File: src/rtl/img_proc_pkg.sv
// Shared definitions for the 3x3 window control path: FSM state encoding,
// the window-pipeline alignment latency and a counter-width helper.
package img_proc_pkg;

  // Frame/line tracking states of matrix_window_ctrl.
  typedef enum logic [2:0] {
    IDLE      = 3'd0,
    WAIT_LINE = 3'd1,
    IN_LINE   = 3'd2,
    LINE_GAP  = 3'd3,
    DONE      = 3'd4
  } win_state_e;

  // Window qualifier delay that lines win_valid up with matrix_frame_clken.
  localparam int unsigned WIN_PIPE_LAT = 2;

  // Bits needed for a counter that must be able to hold the value n itself.
  function automatic int unsigned cnt_w(input int unsigned n);
    return $clog2(n + 1);
  endfunction

endpackage

File: src/rtl/sync_edge_det.sv
// Edge detector for one camera timing strobe.
// Ports:
//   clk, rst_n   - pixel clock, async active-low reset
//   sig_i        - strobe being watched
//   rise_c_o     - combinational one-cycle pulse on a 0->1 transition
//   fall_c_o     - combinational one-cycle pulse on a 1->0 transition
// The history register resets to RST_VAL; resetting it high means a rising
// edge is only reported once the strobe has actually been seen low.
module sync_edge_det #(
  parameter logic RST_VAL = 1'b1
) (
  input  logic clk,
  input  logic rst_n,
  input  logic sig_i,
  output logic rise_c_o,
  output logic fall_c_o
);

  logic sig_q;

  // Previous-cycle value of the strobe.
  always_ff @(posedge clk or negedge rst_n) begin
    if (!rst_n) begin
      sig_q <= RST_VAL;
    end else begin
      sig_q <= sig_i;
    end
  end

  assign rise_c_o = sig_i & ~sig_q;
  assign fall_c_o = ~sig_i & sig_q;

endmodule

File: src/rtl/matrix_window_ctrl.sv
// Tracks camera frame/line timing and qualifies complete 3x3 windows from the
// companion window generator, reporting the window centre coordinates.
// Ports:
//   clk, rst_n                  - pixel clock, async active-low reset
//   per_frame_vsync/href/clken  - camera timing (shared with window generator)
//   win_valid, win_x, win_y     - complete-window strobe and centre coordinates
//   frame_done, frame_abort     - one-cycle frame completion / restart pulses
//   line_err                    - sticky line-length mismatch, cleared by vsync
//   frame_cnt, abort_cnt        - status counters, only with WIN_CTRL_STATUS_EN
// Build option: define WIN_CTRL_STATUS_EN to add the status counters.
module matrix_window_ctrl
  import img_proc_pkg::*;
#(
  parameter int unsigned IMG_WIDTH  = 640,
  parameter int unsigned IMG_HEIGHT = 480
) (
  input  logic                          clk,
  input  logic                          rst_n,
  input  logic                          per_frame_vsync,
  input  logic                          per_frame_href,
  input  logic                          per_frame_clken,
  output logic                          win_valid,
  output logic [$clog2(IMG_WIDTH)-1:0]  win_x,
  output logic [$clog2(IMG_HEIGHT)-1:0] win_y,
  output logic                          frame_done,
  output logic                          frame_abort,
  output logic                          line_err
`ifdef WIN_CTRL_STATUS_EN
  ,
  output logic [15:0]                   frame_cnt,
  output logic [7:0]                    abort_cnt
`endif
);

  localparam int unsigned XW = $clog2(IMG_WIDTH);
  localparam int unsigned YW = $clog2(IMG_HEIGHT);
  localparam int unsigned CW = cnt_w(IMG_WIDTH);
  localparam int unsigned RW = cnt_w(IMG_HEIGHT);
  localparam logic [CW-1:0] COL_MAX = CW'(IMG_WIDTH);
  localparam logic [RW-1:0] ROW_MAX = RW'(IMG_HEIGHT);

  win_state_e    state_q, state_d;
  logic [CW-1:0] col_q, col_d;
  logic [RW-1:0] row_q, row_d;
  logic          err_q, err_d;
  logic          done_q, done_d;
  logic          abort_q, abort_d;
  logic          pix_en;
  logic          qual_c;
  logic [XW-1:0] x_c;
  logic [YW-1:0] y_c;

  logic vs_rise, vs_fall_unused, hr_rise, hr_fall;

  logic [WIN_PIPE_LAT-1:0] vld_q;
  logic [XW-1:0]           x_q [WIN_PIPE_LAT];
  logic [YW-1:0]           y_q [WIN_PIPE_LAT];

  sync_edge_det u_vsync_edge (
    .clk      (clk),
    .rst_n    (rst_n),
    .sig_i    (per_frame_vsync),
    .rise_c_o (vs_rise),
    .fall_c_o (vs_fall_unused)
  );

  sync_edge_det u_href_edge (
    .clk      (clk),
    .rst_n    (rst_n),
    .sig_i    (per_frame_href),
    .rise_c_o (hr_rise),
    .fall_c_o (hr_fall)
  );

  // State, counters and status flags.
  always_ff @(posedge clk or negedge rst_n) begin
    if (!rst_n) begin
      state_q <= IDLE;
      col_q   <= '0;
      row_q   <= '0;
      err_q   <= 1'b0;
      done_q  <= 1'b0;
      abort_q <= 1'b0;
    end else begin
      state_q <= state_d;
      col_q   <= col_d;
      row_q   <= row_d;
      err_q   <= err_d;
      done_q  <= done_d;
      abort_q <= abort_d;
    end
  end

  // Next state; vsync rise overrides every href event in the same cycle.
  // pix_en marks cycles where an href&clken beat belongs to a tracked line,
  // including the href-rise cycle that opens the line.
  always_comb begin
    state_d = state_q;
    col_d   = col_q;
    row_d   = row_q;
    err_d   = err_q;
    done_d  = 1'b0;
    abort_d = 1'b0;
    pix_en  = 1'b0;
    if (vs_rise) begin
      abort_d = ((state_q == IN_LINE) || (state_q == LINE_GAP)) && (row_q < ROW_MAX);
      state_d = WAIT_LINE;
      col_d   = '0;
      row_d   = '0;
      err_d   = 1'b0;
    end else begin
      unique case (state_q)
        IDLE: ;
        WAIT_LINE: begin
          if (hr_rise) begin
            state_d = IN_LINE;
            pix_en  = 1'b1;
          end
        end
        IN_LINE: begin
          if (hr_fall) begin
            state_d = LINE_GAP;
            row_d   = row_q + RW'(1);
            col_d   = '0;
            if (col_q != COL_MAX) err_d = 1'b1;
          end else begin
            pix_en = 1'b1;
          end
        end
        LINE_GAP: begin
          if (row_q == ROW_MAX) begin
            state_d = DONE;
            done_d  = 1'b1;
          end else if (hr_rise) begin
            state_d = IN_LINE;
            pix_en  = 1'b1;
          end
        end
        DONE:    state_d = IDLE;
        default: state_d = IDLE;
      endcase
      // Pixels past the line length are dropped and flagged.
      if (pix_en && per_frame_href && per_frame_clken) begin
        if (col_q == COL_MAX) err_d = 1'b1;
        else                  col_d = col_q + CW'(1);
      end
    end
  end

  assign qual_c = pix_en & per_frame_href & per_frame_clken &
                  (row_q >= RW'(2)) & (col_q >= CW'(2)) & (col_q < COL_MAX);
  assign x_c    = XW'(col_q - CW'(1));
  assign y_c    = YW'(row_q - RW'(1));

  // Qualifier and coordinates delayed to line up with the window generator.
  always_ff @(posedge clk or negedge rst_n) begin
    if (!rst_n) begin
      vld_q <= '0;
      for (int i = 0; i < int'(WIN_PIPE_LAT); i++) begin
        x_q[i] <= '0;
        y_q[i] <= '0;
      end
    end else begin
      vld_q[0] <= qual_c;
      x_q[0]   <= x_c;
      y_q[0]   <= y_c;
      for (int i = 1; i < int'(WIN_PIPE_LAT); i++) begin
        vld_q[i] <= vld_q[i-1];
        x_q[i]   <= x_q[i-1];
        y_q[i]   <= y_q[i-1];
      end
    end
  end

  assign win_valid   = vld_q[WIN_PIPE_LAT-1];
  assign win_x       = x_q[WIN_PIPE_LAT-1];
  assign win_y       = y_q[WIN_PIPE_LAT-1];
  assign frame_done  = done_q;
  assign frame_abort = abort_q;
  assign line_err    = err_q;

`ifdef WIN_CTRL_STATUS_EN
  logic [15:0] frame_cnt_q;
  logic [7:0]  abort_cnt_q;

  // Completed frames wrap; aborted frames saturate.
  always_ff @(posedge clk or negedge rst_n) begin
    if (!rst_n) begin
      frame_cnt_q <= '0;
      abort_cnt_q <= '0;
    end else begin
      if (done_q)                         frame_cnt_q <= frame_cnt_q + 16'd1;
      if (abort_q && abort_cnt_q != 8'hFF) abort_cnt_q <= abort_cnt_q + 8'd1;
    end
  end

  assign frame_cnt = frame_cnt_q;
  assign abort_cnt = abort_cnt_q;
`endif

endmodule

File: config.mk
export PLATFORM = sky130hd
export DESIGN_NAME = matrix_window_ctrl
export DESIGN_NICKNAME = d
export VERILOG_FILES = /design/src/rtl/img_proc_pkg.sv /design/src/rtl/sync_edge_det.sv /design/src/rtl/matrix_window_ctrl.sv
export SDC_FILE = /design/constraint.sdc
export NUM_CORES = 1
export LEC_CHECK = 0
export BUFFER_PORTS_ARGS = -buffer_cell sky130_fd_sc_hd__buf_4
export CAP_MARGIN = 25
export CORE_MARGIN = 2
export CORE_UTILIZATION = 30
export CTS_BUF_LIST = sky130_fd_sc_hd__clkbuf_4 sky130_fd_sc_hd__clkbuf_8
export CTS_CLUSTER_DIAMETER = 30
export CTS_CLUSTER_SIZE = 40
export DETAILED_ROUTE_END_ITERATION = 16
export GPL_TIMING_DRIVEN = 1
export HOLD_SLACK_MARGIN = 0.05
export PLACE_DENSITY_LB_ADDON = 0.3
export SETUP_SLACK_MARGIN = 0.4
export SYNTH_ARGS = -nofsm -noshare
export SYNTH_HDL_FRONTEND = slang
export SYNTH_SLANG_ARGS = --single-unit
File: constraint.sdc
create_clock -name clk -period 2.64 [get_ports clk]
set_input_delay 0.396 -clock clk [delete_from_list [all_inputs] [get_ports clk]]
set_output_delay 0.396 -clock clk [all_outputs]
set_load 0.005 [all_outputs]
==> reports/results.txt <==
Number of fill cells -> 1039
H-Tree Depth -> 3
Clk_skew -> 0.00926 ns
CP max-delay cell -> dfrtp_1
Synth-to-layout area growth -> 11.0%
Min Tclk post-route -> 2.04 ns
Area share of the leading cell type in the synthesized netlist -> 53.5%
Final Setup Violations -> 0
Share of post-route cells with drive strength above 1 -> 19.4%
CTS tree -> built
Synth warn -> 0
Avg Cell Area, Syn -> 11.1 um2
PwrDens -> 678 nW/um2
Fin. Hold Viols -> 0
Yosys top cell by area -> dfrtp_1
Leak -> 1.45 nW
Synthesis-stage register bit count -> 67
Total Routing Usage GR -> 10.9%
RSZ-0062 raised after global routing -> false
Worst slew margin -> 40.0%
Crit end category -> flip-flop
Status -> finished, final reports clean
First-pass GRT wire length -> 9380 um
Vias after detailed routing -> 1872
First-pass detailed-route iteration total -> 4
Clock root buffer -> clkbuf_8
Synth top area cells -> dfrtp_1, buf_4, xor2_1
Largest net degree at the start of global routing -> 68
WL/cell -> 13.2 um
CTS clk-pin slew, worst paths -> 0.08 ns
Setup bufs post-CTS -> 0
Max Fclk -> 490 MHz
Post-synth cell types -> 51
Max Cap Viol -> 0
Ant. Diodes -> 0
Initial core utilization -> 31.0%
# rows -> 36
Post-cts resize count -> 0
Crit Path Class -> flip-flop to flip-flop
# hold bufs at CTS -> 0
Overflow left after global routing -> 0
Clock Sinks -> 67
Cell count after synthesis -> 274
Initial antenna violation count -> 0
Asr flop ratio synth -> 100%
Max Slew Vio Count -> 0
Antenna-violating nets left -> 0
Tcrit/Tclk final -> 77.3%
Vias in the first global route -> 1879
Sequential share of the synthesized area -> 55.2%
GPL Wtd Cong -> 0.806
Post-synthesis net count -> 285
Fin Setup TNS -> 0 ns
Die Area -> 11000 um2
Worst VDD drop -> 0.217 mV
I/O pin cnt -> 28
Residual DRC -> 0
Via density -> 4.54
Drt total wl -> 5430 um
CP Max Fanout -> 9
Worst slack at placement -> 0.476 ns
Crit-path cells -> inv_1 > ha_1 > a311o_1 > a21o_1 > o41ai_1 > nor4_1
Starting DRT DRC Count -> 66
Clock Latency Late Sink -> 0.35 ns
Critical Path RT -> 2.83 ns
CP Launch Type -> flip-flop
Die Y -> 105 um
Die X -> 105 um
TritonCTS buffer count -> 9
Peak per-stage delay on the critical path -> 0.51 ns
Path type of the worst min-delay path -> input pin to asynchronous set/reset pin
Pwr Total -> 2.29 mW
Top_reg_cell synth -> dfrtp_1
Core ar. -> 9820 um2
WP data arrival -> 2.23 ns
EDFF count, synth -> 0
Synthesized cell area -> 3040 um2
CTS Buffer Depth -> 2
# nets final -> 285
Hpwl dp -> 3520 um
Setup ws final -> 0.600 ns
Port Buffers -> 27
Worst slew pin tran -> 0.898 ns
## sequential cells by signal (all words and copies together), names as in the netlist, 2 cells and up
register	count
col_q	10
win_x	10
x_q	10
row_q	9
win_y	9
y_q	9
state_q	3
vld_q	2
## Yosys cell counts, types with 4 or more instances
| cell | n |
|---|---|
| buf_4 | 20 |
| xnor2_1 | 10 |
| nor3_1 | 10 |
| nand4_1 | 7 |
| nor3b_1 | 4 |
| nand2_1 | 17 |
| xor2_1 | 14 |
| inv_1 | 9 |
| and3_1 | 5 |
| nand3_1 | 9 |
| buf_6 | 5 |
| nor2_1 | 20 |
| a21oi_1 | 10 |
| ha_1 | 6 |
| o211a_1 | 4 |
| clkbuf_1 | 9 |
| dfrtp_1 | 65 |
| a31oi_1 | 5 |
## logic make-up after synthesis
logic type      Yosys count  share of synthesized area [%]
simple gates             92                           16.6
xor+xnor                 24                           6.92
compound gates           37                           9.02
flops                    67                           55.2
buf+inv                  48                           9.80
fa+ha+maj                 6                           2.47
## critical path, delay by kind of cell (launching register included)
kind | cells | cell delay (ns)
flip-flops | 1 | 0.51
AO/OA/AOI/OAI | 3 | 0.93
AND/OR/NAND/NOR | 1 | 0.10
adder cells (fa/ha/maj) | 1 | 0.22
buffers and inverters | 1 | 0.13
## cells in the final DEF (no fill, tap or decap), types with 4 or more instances in the layout
cell type / instances
ha_1: 6
o211a_1: 4
nor3_1: 10
a31oi_1: 5
nor3b_1: 4
xor2_1: 14
and3_1: 5
clkbuf_8: 11
xnor2_1: 10
nor2_1: 20
nand4_1: 7
nand2_1: 17
nand3_1: 9
buf_4: 28
a21oi_1: 10
dfrtp_1: 65
inv_1: 9
## metrics by stage
step	cell area, um2	hold WS (ns)	util (%)	std cells
6_report	3370	0.153	34.3	412
5_1_grt	3370	0.153	34.3	412
4_1_cts	3360	0.157	34.3	412
3_5_place_dp	3150	0.335	32.1	396
3_3_place_gp	3150	0.332	32.1	396
2_1_floorplan	3040	0.100	-	274
## power breakdown
group	switching [mW]	total (mW)	internal (mW)	leakage (nW)
clock	0.398	0.887	0.489	0.0978
combinational	0.118	0.231	0.113	0.608
sequential	0.0457	1.17	1.12	0.745
total	0.562	2.29	1.72	1.45
## path summary, 6_finish.rpt
| kind | slack [ns] | start | end | cells after the start |
|---|---|---|---|---|
| max in group asynchronous | 1.95 | rst_n | row_q[3] | 1 |
| hold / removal | 0.15 | rst_n | x_q[16] | 1 |
| min in group clk | 0.17 | per_frame_vsync | u_vsync_edge.sig_q | 1 |
| setup reg to reg | 0.60 | row_q[0] | col_q[3] | 6 |
| setup / recovery | 0.60 | row_q[0] | col_q[3] | 6 |
| hold reg to reg | 0.34 | y_q[11] | win_y[2] | 0 |
## area by class of cell
cell class,count,area (um2),share of cell area [%]
Inverter,9,33.8,1.00
Clock buffer,11,151,4.49
Clock inverter,5,61.3,1.82
Sequential cell,67,1680,49.8
Multi-Input combinational cell,159,1070,31.7
Tap cell,133,166,4.94
Timing Repair Buffer,28,210,6.23
## routing by layer
layer	routed length, um	global-route usage [%]	vias to the layer above
met5	0	0	-
met4	98	6.10	0
met3	162	2.87	9
met2	2590	16.6	22
met1	2590	14.0	927
li1	-	-	914
Power figures use the tool's default switching activity.
